--- src/rtl/cnn_pkg.sv ---
// Shared constants for the 3x3 window fetch path: pixel width, window geometry
// and the fetch FSM state encoding.
package cnn_pkg;

    localparam int CNN_DATA_W = 16;
    localparam int WIN_DIM    = 3;
    localparam int WIN_SIZE   = WIN_DIM * WIN_DIM;

    typedef logic [1:0] state_t;

    localparam state_t ST_IDLE  = 2'd0;
    localparam state_t ST_FETCH = 2'd1;
    localparam state_t ST_DRAIN = 2'd2;
    localparam state_t ST_DONE  = 2'd3;

    // Valid (unpadded) 3x3 windows in a w x h frame.
    function automatic int win_total(input int w, input int h);
        return (w - 2) * (h - 2);
    endfunction

endpackage

--- src/rtl/cnn_line_buffer.sv ---
// One-row delay line: a DEPTH-entry RAM with registered read. The caller
// presents the address of the next column to be consumed so read data is ready.
module cnn_line_buffer #(
    parameter int DEPTH  = 32,
    parameter int DATA_W = 16,
    localparam int AW    = (DEPTH > 1) ? $clog2(DEPTH) : 1
) (
    input  logic              clk,
    input  logic              wr_en,
    input  logic [AW-1:0]     wr_addr,
    input  logic [DATA_W-1:0] wr_data,
    input  logic [AW-1:0]     rd_addr,
    output logic [DATA_W-1:0] rd_data
);

    logic [DATA_W-1:0] mem [DEPTH];

    always_ff @(posedge clk) begin
        if (wr_en) begin
            mem[wr_addr] <= wr_data;
        end
        rd_data <= mem[rd_addr];
    end

endmodule

--- src/rtl/conv_window_fetch.sv ---
// Streams a frame from image RAM in raster order and presents every unpadded
// 3x3 window on a valid/ready port, with a one-pixel skid for stalled returns.
module conv_window_fetch
    import cnn_pkg::*;
#(
    parameter int IMG_W  = 32,
    parameter int IMG_H  = 32,
    parameter int DATA_W = CNN_DATA_W,
    parameter int ADDR_W = 20
) (
    input  logic                       clk,
    input  logic                       rst,
    input  logic                       start,
    input  logic [ADDR_W-1:0]          img_base,
    output logic                       busy,
    output logic                       done,
    output logic                       mem_rd_en,
    output logic [ADDR_W-1:0]          mem_addr,
    input  logic [DATA_W-1:0]          mem_rdata,
    output logic                       win_valid,
    input  logic                       win_ready,
    output logic [WIN_SIZE*DATA_W-1:0] win_data,
    output logic [ADDR_W-1:0]          win_row,
    output logic [ADDR_W-1:0]          win_col
);

    localparam int CW        = $clog2(IMG_W);
    localparam int RW        = $clog2(IMG_H);
    localparam int WIN_TOTAL = win_total(IMG_W, IMG_H);

    localparam logic [CW-1:0] COL_LAST = CW'(IMG_W - 1);
    localparam logic [RW-1:0] ROW_LAST = RW'(IMG_H - 1);

    state_t                      state_reg, state_next;
    logic [ADDR_W-1:0]           addr_reg;
    logic [RW-1:0]               rd_row_reg;
    logic [CW-1:0]               rd_col_reg;
    logic [RW-1:0]               px_row_reg;
    logic [CW-1:0]               px_col_reg;
    logic                        rvalid_reg;
    logic                        hold_valid_reg;
    logic [DATA_W-1:0]           hold_data_reg;
    logic                        win_valid_reg;
    logic [WIN_SIZE*DATA_W-1:0]  win_data_reg;
    logic [ADDR_W-1:0]           win_row_reg;
    logic [ADDR_W-1:0]           win_col_reg;
    logic [31:0]                 win_cnt_reg;

    logic                        stalled;
    logic                        hshake;
    logic                        rd_issue;
    logic                        last_read;
    logic                        last_win;
    logic                        completes;
    logic                        use_hold;
    logic                        park;
    logic                        accept;
    logic                        emit;
    logic [DATA_W-1:0]           pix;
    logic [CW-1:0]               px_col_next;
    logic [CW-1:0]               lb_rd_addr;
    logic [DATA_W-1:0]           lb0_q;
    logic [DATA_W-1:0]           lb1_q;
    logic [DATA_W-1:0]           col_in [WIN_DIM];
    logic [WIN_SIZE*DATA_W-1:0]  win_next;

    assign stalled   = win_valid_reg && !win_ready;
    assign hshake    = win_valid_reg && win_ready;
    assign rd_issue  = (state_reg == ST_FETCH) && !stalled && !hold_valid_reg;
    assign last_read = rd_issue && (rd_row_reg == ROW_LAST) && (rd_col_reg == COL_LAST);
    assign last_win  = hshake && (win_cnt_reg == 32'(WIN_TOTAL - 1));

    // Only window-completing pixels need the output register, so only they park.
    assign completes = (px_row_reg >= RW'(2)) && (px_col_reg >= CW'(2));
    assign use_hold  = hold_valid_reg && !stalled;
    assign park      = rvalid_reg && completes && stalled;
    assign accept    = use_hold || (rvalid_reg && !park);
    assign emit      = accept && completes;
    assign pix       = use_hold ? hold_data_reg : mem_rdata;

    assign px_col_next = (px_col_reg == COL_LAST) ? '0 : px_col_reg + CW'(1);
    assign lb_rd_addr  = accept ? px_col_next : px_col_reg;

    always_comb begin
        state_next = state_reg;
        case (state_reg)
            ST_IDLE:  if (start) state_next = ST_FETCH;
            ST_FETCH: if (last_read) state_next = ST_DRAIN;
            ST_DRAIN: if (last_win) state_next = ST_DONE;
            default:  state_next = ST_IDLE;
        endcase
    end

    always_ff @(posedge clk or posedge rst) begin
        if (rst) begin
            state_reg   <= ST_IDLE;
            addr_reg    <= '0;
            rd_row_reg  <= '0;
            rd_col_reg  <= '0;
            px_row_reg  <= '0;
            px_col_reg  <= '0;
            rvalid_reg  <= 1'b0;
            win_cnt_reg <= '0;
        end else begin
            state_reg  <= state_next;
            rvalid_reg <= rd_issue;
            if (state_reg == ST_IDLE && start) begin
                addr_reg    <= img_base;
                rd_row_reg  <= '0;
                rd_col_reg  <= '0;
                px_row_reg  <= '0;
                px_col_reg  <= '0;
                win_cnt_reg <= '0;
            end else begin
                if (rd_issue) begin
                    addr_reg <= addr_reg + ADDR_W'(1);
                    if (rd_col_reg == COL_LAST) begin
                        rd_col_reg <= '0;
                        rd_row_reg <= rd_row_reg + RW'(1);
                    end else begin
                        rd_col_reg <= rd_col_reg + CW'(1);
                    end
                end
                if (accept) begin
                    px_col_reg <= px_col_next;
                    if (px_col_reg == COL_LAST) begin
                        px_row_reg <= px_row_reg + RW'(1);
                    end
                end
                if (hshake) begin
                    win_cnt_reg <= win_cnt_reg + 32'd1;
                end
            end
        end
    end

    always_ff @(posedge clk or posedge rst) begin
        if (rst) begin
            hold_valid_reg <= 1'b0;
            hold_data_reg  <= '0;
        end else if (park) begin
            hold_valid_reg <= 1'b1;
            hold_data_reg  <= mem_rdata;
        end else if (use_hold) begin
            hold_valid_reg <= 1'b0;
        end
    end

    cnn_line_buffer #(
        .DEPTH  (IMG_W),
        .DATA_W (DATA_W)
    ) u_lb0 (
        .clk     (clk),
        .wr_en   (accept),
        .wr_addr (px_col_reg),
        .wr_data (pix),
        .rd_addr (lb_rd_addr),
        .rd_data (lb0_q)
    );

    cnn_line_buffer #(
        .DEPTH  (IMG_W),
        .DATA_W (DATA_W)
    ) u_lb1 (
        .clk     (clk),
        .wr_en   (accept),
        .wr_addr (px_col_reg),
        .wr_data (lb0_q),
        .rd_addr (lb_rd_addr),
        .rd_data (lb1_q)
    );

    // Row 0 is two lines up, row 2 is the pixel arriving now.
    assign col_in[0] = lb1_q;
    assign col_in[1] = lb0_q;
    assign col_in[2] = pix;

    // Each row keeps its two previous columns; the third comes straight from col_in.
    generate
        for (genvar gi = 0; gi < WIN_DIM; gi++) begin : g_row
            logic [DATA_W-1:0] tap_old_reg;
            logic [DATA_W-1:0] tap_new_reg;

            always_ff @(posedge clk or posedge rst) begin
                if (rst) begin
                    tap_old_reg <= '0;
                    tap_new_reg <= '0;
                end else if (accept) begin
                    tap_old_reg <= tap_new_reg;
                    tap_new_reg <= col_in[gi];
                end
            end

            assign win_next[(3*gi+0)*DATA_W +: DATA_W] = tap_old_reg;
            assign win_next[(3*gi+1)*DATA_W +: DATA_W] = tap_new_reg;
            assign win_next[(3*gi+2)*DATA_W +: DATA_W] = col_in[gi];
        end
    endgenerate

    always_ff @(posedge clk or posedge rst) begin
        if (rst) begin
            win_valid_reg <= 1'b0;
            win_data_reg  <= '0;
            win_row_reg   <= '0;
            win_col_reg   <= '0;
        end else if (emit) begin
            win_valid_reg <= 1'b1;
            win_data_reg  <= win_next;
            win_row_reg   <= ADDR_W'(px_row_reg - RW'(2));
            win_col_reg   <= ADDR_W'(px_col_reg - CW'(2));
        end else if (hshake) begin
            win_valid_reg <= 1'b0;
        end
    end

    assign busy      = (state_reg == ST_FETCH) || (state_reg == ST_DRAIN);
    assign done      = (state_reg == ST_DONE);
    assign mem_rd_en = rd_issue;
    assign mem_addr  = addr_reg;
    assign win_valid = win_valid_reg;
    assign win_data  = win_data_reg;
    assign win_row   = win_row_reg;
    assign win_col   = win_col_reg;

endmodule

--- config.mk ---
export PLATFORM = sky130hd
export DESIGN_NAME = conv_window_fetch
export DESIGN_NICKNAME = d
export VERILOG_FILES = /design/src/rtl/cnn_pkg.sv /design/src/rtl/cnn_line_buffer.sv /design/src/rtl/conv_window_fetch.sv
export SDC_FILE = /design/constraint.sdc
export NUM_CORES = 2
export LEC_CHECK = 0
export CORE_UTILIZATION = 35
export DETAILED_ROUTE_END_ITERATION = 16
export GPL_TIMING_DRIVEN = 0
export PLACE_DENSITY_LB_ADDON = 0.1
export SLEW_MARGIN = 15
export SYNTH_ARGS = -nofsm -noshare
export SYNTH_HDL_FRONTEND = slang
export SYNTH_SLANG_ARGS = --single-unit
--- constraint.sdc ---
create_clock -name clk -period 11.8 [get_ports clk]
set_input_delay 2.36 -clock clk [delete_from_list [all_inputs] [get_ports clk]]
set_output_delay 2.36 -clock clk [all_outputs]
set_load 0.01 [all_outputs]
=== After elaboration in Yosys (flattened, before gate mapping) ===
Memories as Yosys holds them, arrays and structs flattened. A register that Yosys moved wholly into a read port is not among the register bits.
Index checks and enable logic that the tools add are counted.

* Magnitude comparators: 2
* Mux-type cells: 27
* Reduce and logical (&&, ||, !) cells: 31
* Add/subtract/negate cells: 8
* Equal/unequal tests: 10

{| class="wikitable"
|+ Operators by type and width
! operator !! number
|-
| 32-bit 2-to-1 mux || 2
|-
| 5-bit 2-to-1 mux || 12
|-
| 20-bit 2-to-1 mux || 2
|-
| 32-bit by 1-bit adder with 32-bit output (second input constant) || 1
|-
| 32-bit by 10-bit == test with 1-bit output (second input constant) || 1
|-
| 20-bit by 1-bit adder with 20-bit output (second input constant) || 1
|-
| 5-bit by 1-bit adder with 5-bit output (second input constant) || 4
|-
| 16-bit 2-to-1 mux || 1
|-
| 5-bit == test (second input constant) || 3
|-
| 1-bit logical AND || 14
|-
| 2-bit nonzero test || 7
|-
| 5-bit by 2-bit subtractor with 6-bit output (second input constant) || 2
|-
| 5-bit by 2-bit greater-or-equal comparator with 1-bit output (second input constant) || 2
|-
| 1-bit 2-to-1 mux || 6
|-
| 2-bit 2-to-1 mux || 3
|-
| 2-bit != test (second input constant) || 3
|-
| 2-bit case mux with 3 select lines || 1
|-
| 2-bit == test (second input constant) || 2
|-
| 1-bit zero test || 4
|-
| 2-bit AND reduction || 2
|-
| 3-bit AND reduction || 1
|-
| 2-bit by 1-bit == test with 1-bit output (second input constant) || 1
|-
| 2-bit zero test || 1
|-
| 1-bit logical OR || 2
|}

* Memories kept: 2
* Bits in writable memories: 1024
* Logic and storage cells: 100
* Register bits: 373
* Output and inout port bits: 208

{| class="wikitable"
|+ Memories
! name !! words !! bits a word !! rd ports !! clocked after Yosys merged registers in !! wr ports !! line !! RTL
|-
| u_lb0.mem || 32 || 16 || 1 || 1 || 1 || cnn_line_buffer.sv:16 || <nowiki>logic [DATA_W-1:0] mem [DEPTH];</nowiki>
|-
| u_lb1.mem || 32 || 16 || 1 || 1 || 1 || cnn_line_buffer.sv:16 ||
|}

=== Logic depth before layout (Yosys ltp) ===
* Word-level depth: 9
* Depth in mapped cells: 15

=== By module ===
From an unflattened synthesis, not the netlist that was laid out.

* Cell total of the unflattened synthesis: 3710
* Area total of the unflattened synthesis: 55784.8 µm²

{| class="wikitable"
|+ By module, submodules not included
! module !! instances !! cells an instance !! area an instance (µm²)
|-
| cnn_line_buffer || 2 || 1143 || 20535.9
|-
| conv_window_fetch || 1 || 1424 || 14712.9
|}

=== Worst setup path after synthesis ===
Ideal clock, no wire load.

* Path type: in2reg
* Start: in win_ready
* End: mem u_lb0.mem[1][0], enable pin
* Arrival: 5.555 ns
* Stages on the path: 7
* Required time: 11.339 ns
* Path slack: 5.784 ns
* Cell sequence: nand2b_1 > buf_2 > nand2_1 > nand3_1 > clkbuf_1 > nand2_1 > nor3_1

* Longest elaborated chain between the ends: 8

{| class="wikitable"
|+ RTL lines
! element !! line !! RTL
|-
| start: declaration || conv_window_fetch.sv:21 || <nowiki>input logic win_ready,</nowiki>
|-
| 1-bit zero test (*) || conv_window_fetch.sv:67 || <nowiki>assign stalled = win_valid_reg && !win_ready;</nowiki>
|-
| 1-bit logical AND (*) || conv_window_fetch.sv:67 ||
|-
| 1-bit logical AND || conv_window_fetch.sv:76 || <nowiki>assign park = rvalid_reg && completes && stalled;</nowiki>
|-
| 1-bit zero test || conv_window_fetch.sv:77 || <nowiki>assign accept = use_hold || (rvalid_reg && !park);</nowiki>
|-
| 1-bit logical AND || conv_window_fetch.sv:77 ||
|-
| 1-bit logical OR (*) || conv_window_fetch.sv:77 ||
|-
| 1-bit 2-to-1 mux (*) || cnn_line_buffer.sv:19 || <nowiki>if (wr_en) begin</nowiki>
|-
| 1-bit 2-to-1 mux (not written as such) (*) || cnn_line_buffer.sv:20 || <nowiki>mem[wr_addr] <= wr_data;</nowiki>
|-
| end: declaration || cnn_line_buffer.sv:16 ||
|}

Mark *: on every way between the ends. The rest lies on a longest branch, timed or not.

=== Worst setup path after layout ===
* Start: in win_ready
* End: out mem_rd_en

* Longest elaborated chain between the ends: 5

{| class="wikitable"
|+ RTL lines
! element !! line !! RTL
|-
| 1-bit zero test || conv_window_fetch.sv:67 ||
|-
| 1-bit logical AND || conv_window_fetch.sv:67 ||
|-
| 1-bit zero test || conv_window_fetch.sv:69 || <nowiki>assign rd_issue = (state_reg == ST_FETCH) && !stalled && !hold_valid_reg;</nowiki>
|-
| 1-bit logical AND (2 in series) || conv_window_fetch.sv:69 ||
|-
| end: declaration || conv_window_fetch.sv:17 || <nowiki>output logic mem_rd_en,</nowiki>
|}

No other way between the ends.

==> flow_metrics.tcl <==
set metrics [dict create \
    rows 145 \
    post_dp_cell_area_um2 61900 \
    antenna_found_initial 3 \
    cpMostUsedCell "clkdlybuf4s50_1" \
    root_buffer "clkbuf_16" \
    fin_worst_skew_ns 0.0259 \
    pre_cts_slack_ns 4.40 \
    end_kind "output pin" \
    path_class "in -> out" \
    clock_latency_ns 0.77 \
    hold_path.class "reg -> reg" \
    portBuffers 247 \
    grt_max_degree 35 \
    initial_core_util_pct 35.3 \
    cts_buffers 158 \
    p_int_uw 12200 \
    finalNetCount 4553 \
    cp_max_fo 11 \
    cp_slowest_stage_delay_ns 0.67 \
    drt-initial-drc-count 2777 \
    clk_pin_slew_ns 0.06 \
    async_flop_share_pct 24.6 \
    irDropWorstVdd_uv 166 \
    worstPathArrival_ns 5.00 \
    max_freq_mhz 136 \
    tns_ns 0 \
    cts_tree "built" \
    synthCells 4000 \
    routabilityCongestion 0.819 \
    die_h_um 399 \
    swShare_pct 39.5 \
    clkPwrFrac_pct 23.2 \
    p_leak_uw 0.0243 \
    drive_above_1_share_pct 15.3 \
    synth_top_area_share_pct 55.6 \
    worst_slew_pin_slew_ns 1.21 \
    synth_common_cells "1024 x edfxtp_1, 1012 x nand2_1, 345 x dfrtp_1" \
    dpl.hpwl_mm 118 \
    synth_edf_count 1024 \
    cts_setup_buffers 0 \
    viasPerCell 5.10 \
    design.die.area_um2 159000 \
    final_util_pct 42.7 \
    final_area_um2 66800 \
    finalPower_uw 20200 \
    wl_per_cell_um 24.8 \
    dr.pass1.iters 5 \
    power.switching_uw 7970 \
    die_w_um 399 \
    num_vias 34100 \
    crit_family "buffers and inverters" \
    area_growth_pct 20.9 \
    synth_area_leaders "edfxtp_1 56%, dfrtp_1 16%, nand2_1 6.9%" \
    cp_slowest_cell "clkdlybuf4s50_1" \
    status "finished, final reports clean" \
    required_ns 9.44 \
    min_period_over_period_pct 62.4 \
    drv_cap 0 \
    synth_ff_type "edfxtp_1" \
    final_hold_viol_count 0 \
    syn_area_per_cell_um2 13.8 \
    antenna_left 0 \
    p_comb_share_pct 41.3 \
    layout_setup_ws_ns 4.44 \
    grtUsageTotal_pct 20.7 \
    slew-limit-headroom_pct 19.3 \
    cts.repair.resized 0 \
    ys_seq_area_share_pct 72.4 \
    setup_viol 0 \
    globalRouteOverflowTotal 0 \
    clockBufferDepth 3 \
    critPathLaunchType "primary input" \
    yosys_warnings 0 \
    synthMostInstantiatedCell "edfxtp_1" \
    critPathBufInv 5 \
    htree_levels 4 \
    netlist_area_um2 55300 \
    ys_types 75 \
    synth_fp_nets 4061 \
    min_period_ns 7.36 \
    clock_sinks 1401 \
    p_seq_share_pct 35.5 \
    synth_seq_cells 1401 \
    grt_setup_unrepaired "no" \
    grt_pass1_wl_mm 240 \
    synth.largest_area_cell "edfxtp_1" \
    io_pins 248 \
    slew_viol_final 0 \
    route.detailed.drc 0 \
    cts-hold-fix-buffers 0 \
    drt-total-wl_mm 165 \
    powerDensity_nw_per_um2 302 \
    core_region_area_um2 157000 \
    grt_pass1_vias 33700 \
    crit_chain "clkdlybuf4s50_1 > nand2b_1 > buf_2 > nand3b_1 > inv_1 > buf_1 > clkdlybuf4s50_1" \
]
## power groups by stage
stage | Combinational [µW] | Clock, µW | Sequential (µW)
after floorplan | 4460 | 0 | 7240
after global placement | 7930 | 0 | 7550
after detailed placement | 8460 | 0 | 7270
after CTS | 8480 | 4810 | 7170
after global routing | 9020 | 4990 | 7260
final | 8350 | 4690 | 7160
## worst paths after layout
path | cells after the start | end | slack (ns) | from
max in group asynchronous | 7 | px_col_reg[1] | 8.19 | rst
worst min register to register | 2 | g_row[0].tap_new_reg[1] | 0.45 | u_lb1.rd_data[1]
min in group asynchronous | 2 | win_data[22] | 2.05 | rst
worst max-delay path | 7 | mem_rd_en | 4.44 | win_ready
worst max register to register | 13 | u_lb1.rd_data[3] | 6.60 | px_col_reg[2]
worst min-delay path | 2 | g_row[0].tap_new_reg[1] | 0.45 | u_lb1.rd_data[1]
## cell usage in the layout, fill, tap and decap left out, types with 16 or more instances in the layout
cell type,count
nor3_2,38
buf_4,65
clkbuf_1,166
dfrtp_1,345
xnor2_1,23
dfxtp_1,16
a211oi_1,35
nand2_1,1012
ha_1,21
buf_12,52
a21oi_1,127
clkinv_2,22
mux2i_1,79
nor2_4,24
o21ai_0,60
xor2_1,33
clkinv_1,22
buf_2,76
clkbuf_8,17
a311o_1,56
nand3_1,271
edfxtp_1,1024
mux2_2,145
clkdlybuf4s50_1,247
nor2_1,78
nand4_1,17
dfxtp_2,16
inv_1,32
nand4b_1,28
a2bb2oi_1,28
mux4_2,35
a32o_1,32
clkbuf_16,165
and2_1,49
## routing by layer
metal | GRT usage (%) | part of all wire [%] | up-vias
met5 | 0 | 0 | -
met4 | 4.97 | 1.9 | 0
met3 | 2.92 | 4.8 | 198
met2 | 34.0 | 47 | 919
met1 | 29.1 | 46 | 17400
li1 | - | - | 15600
## metrics by stage
stage                     hold WS, ns  instances
after CTS                       0.449       6673
after detailed placement        0.440       6390
final                           0.446       6674
after global routing            0.467       6673
after global placement          0.440       6305
after floorplan                 0.415       4000
## final cells by class
| type | count | area [µm²] |
|---|---|---|
| diodes | 1 | 2.50 |
| plain buffers | 252 | 1310 |
| clock buffers | 231 | 4550 |
| clock inverters | 52 | 373 |
| fillers | 14500 | 89700 |
| inverters | 37 | 143 |
| multi-input cells | 2310 | 14000 |
| flip-flops and latches | 1401 | 40000 |
| well taps | 2058 | 2570 |
| repair buffers | 332 | 3830 |
## worst reg2reg max path: cells and delay by family (launching register included)
kind / cells / cell delay, ns
AO/OA/AOI/OAI: 4 / 1.23
adder cells (fa/ha/maj): 1 / 0.22
buffers and inverters: 4 / 1.89
flip-flops: 1 / 0.45
AND/OR/NAND/NOR: 4 / 1.31
## cells by family (layout without fill, tap and decap cells)
kind of cell / after synthesis / after routing / share of synthesized area (%)
mux: 259 / 259 / 5.81
simple gates: 1591 / 1591 / 12.8
xor+xnor: 56 / 56 / 0.887
fa+ha+maj: 21 / 21 / 0.475
buf+inv: 289 / 904 / 2.63
other cells: 0 / 1 / 0
compound gates: 383 / 383 / 5.02
flops: 1401 / 1401 / 72.4
No activity file was read; power rests on OpenSTA's default activity.
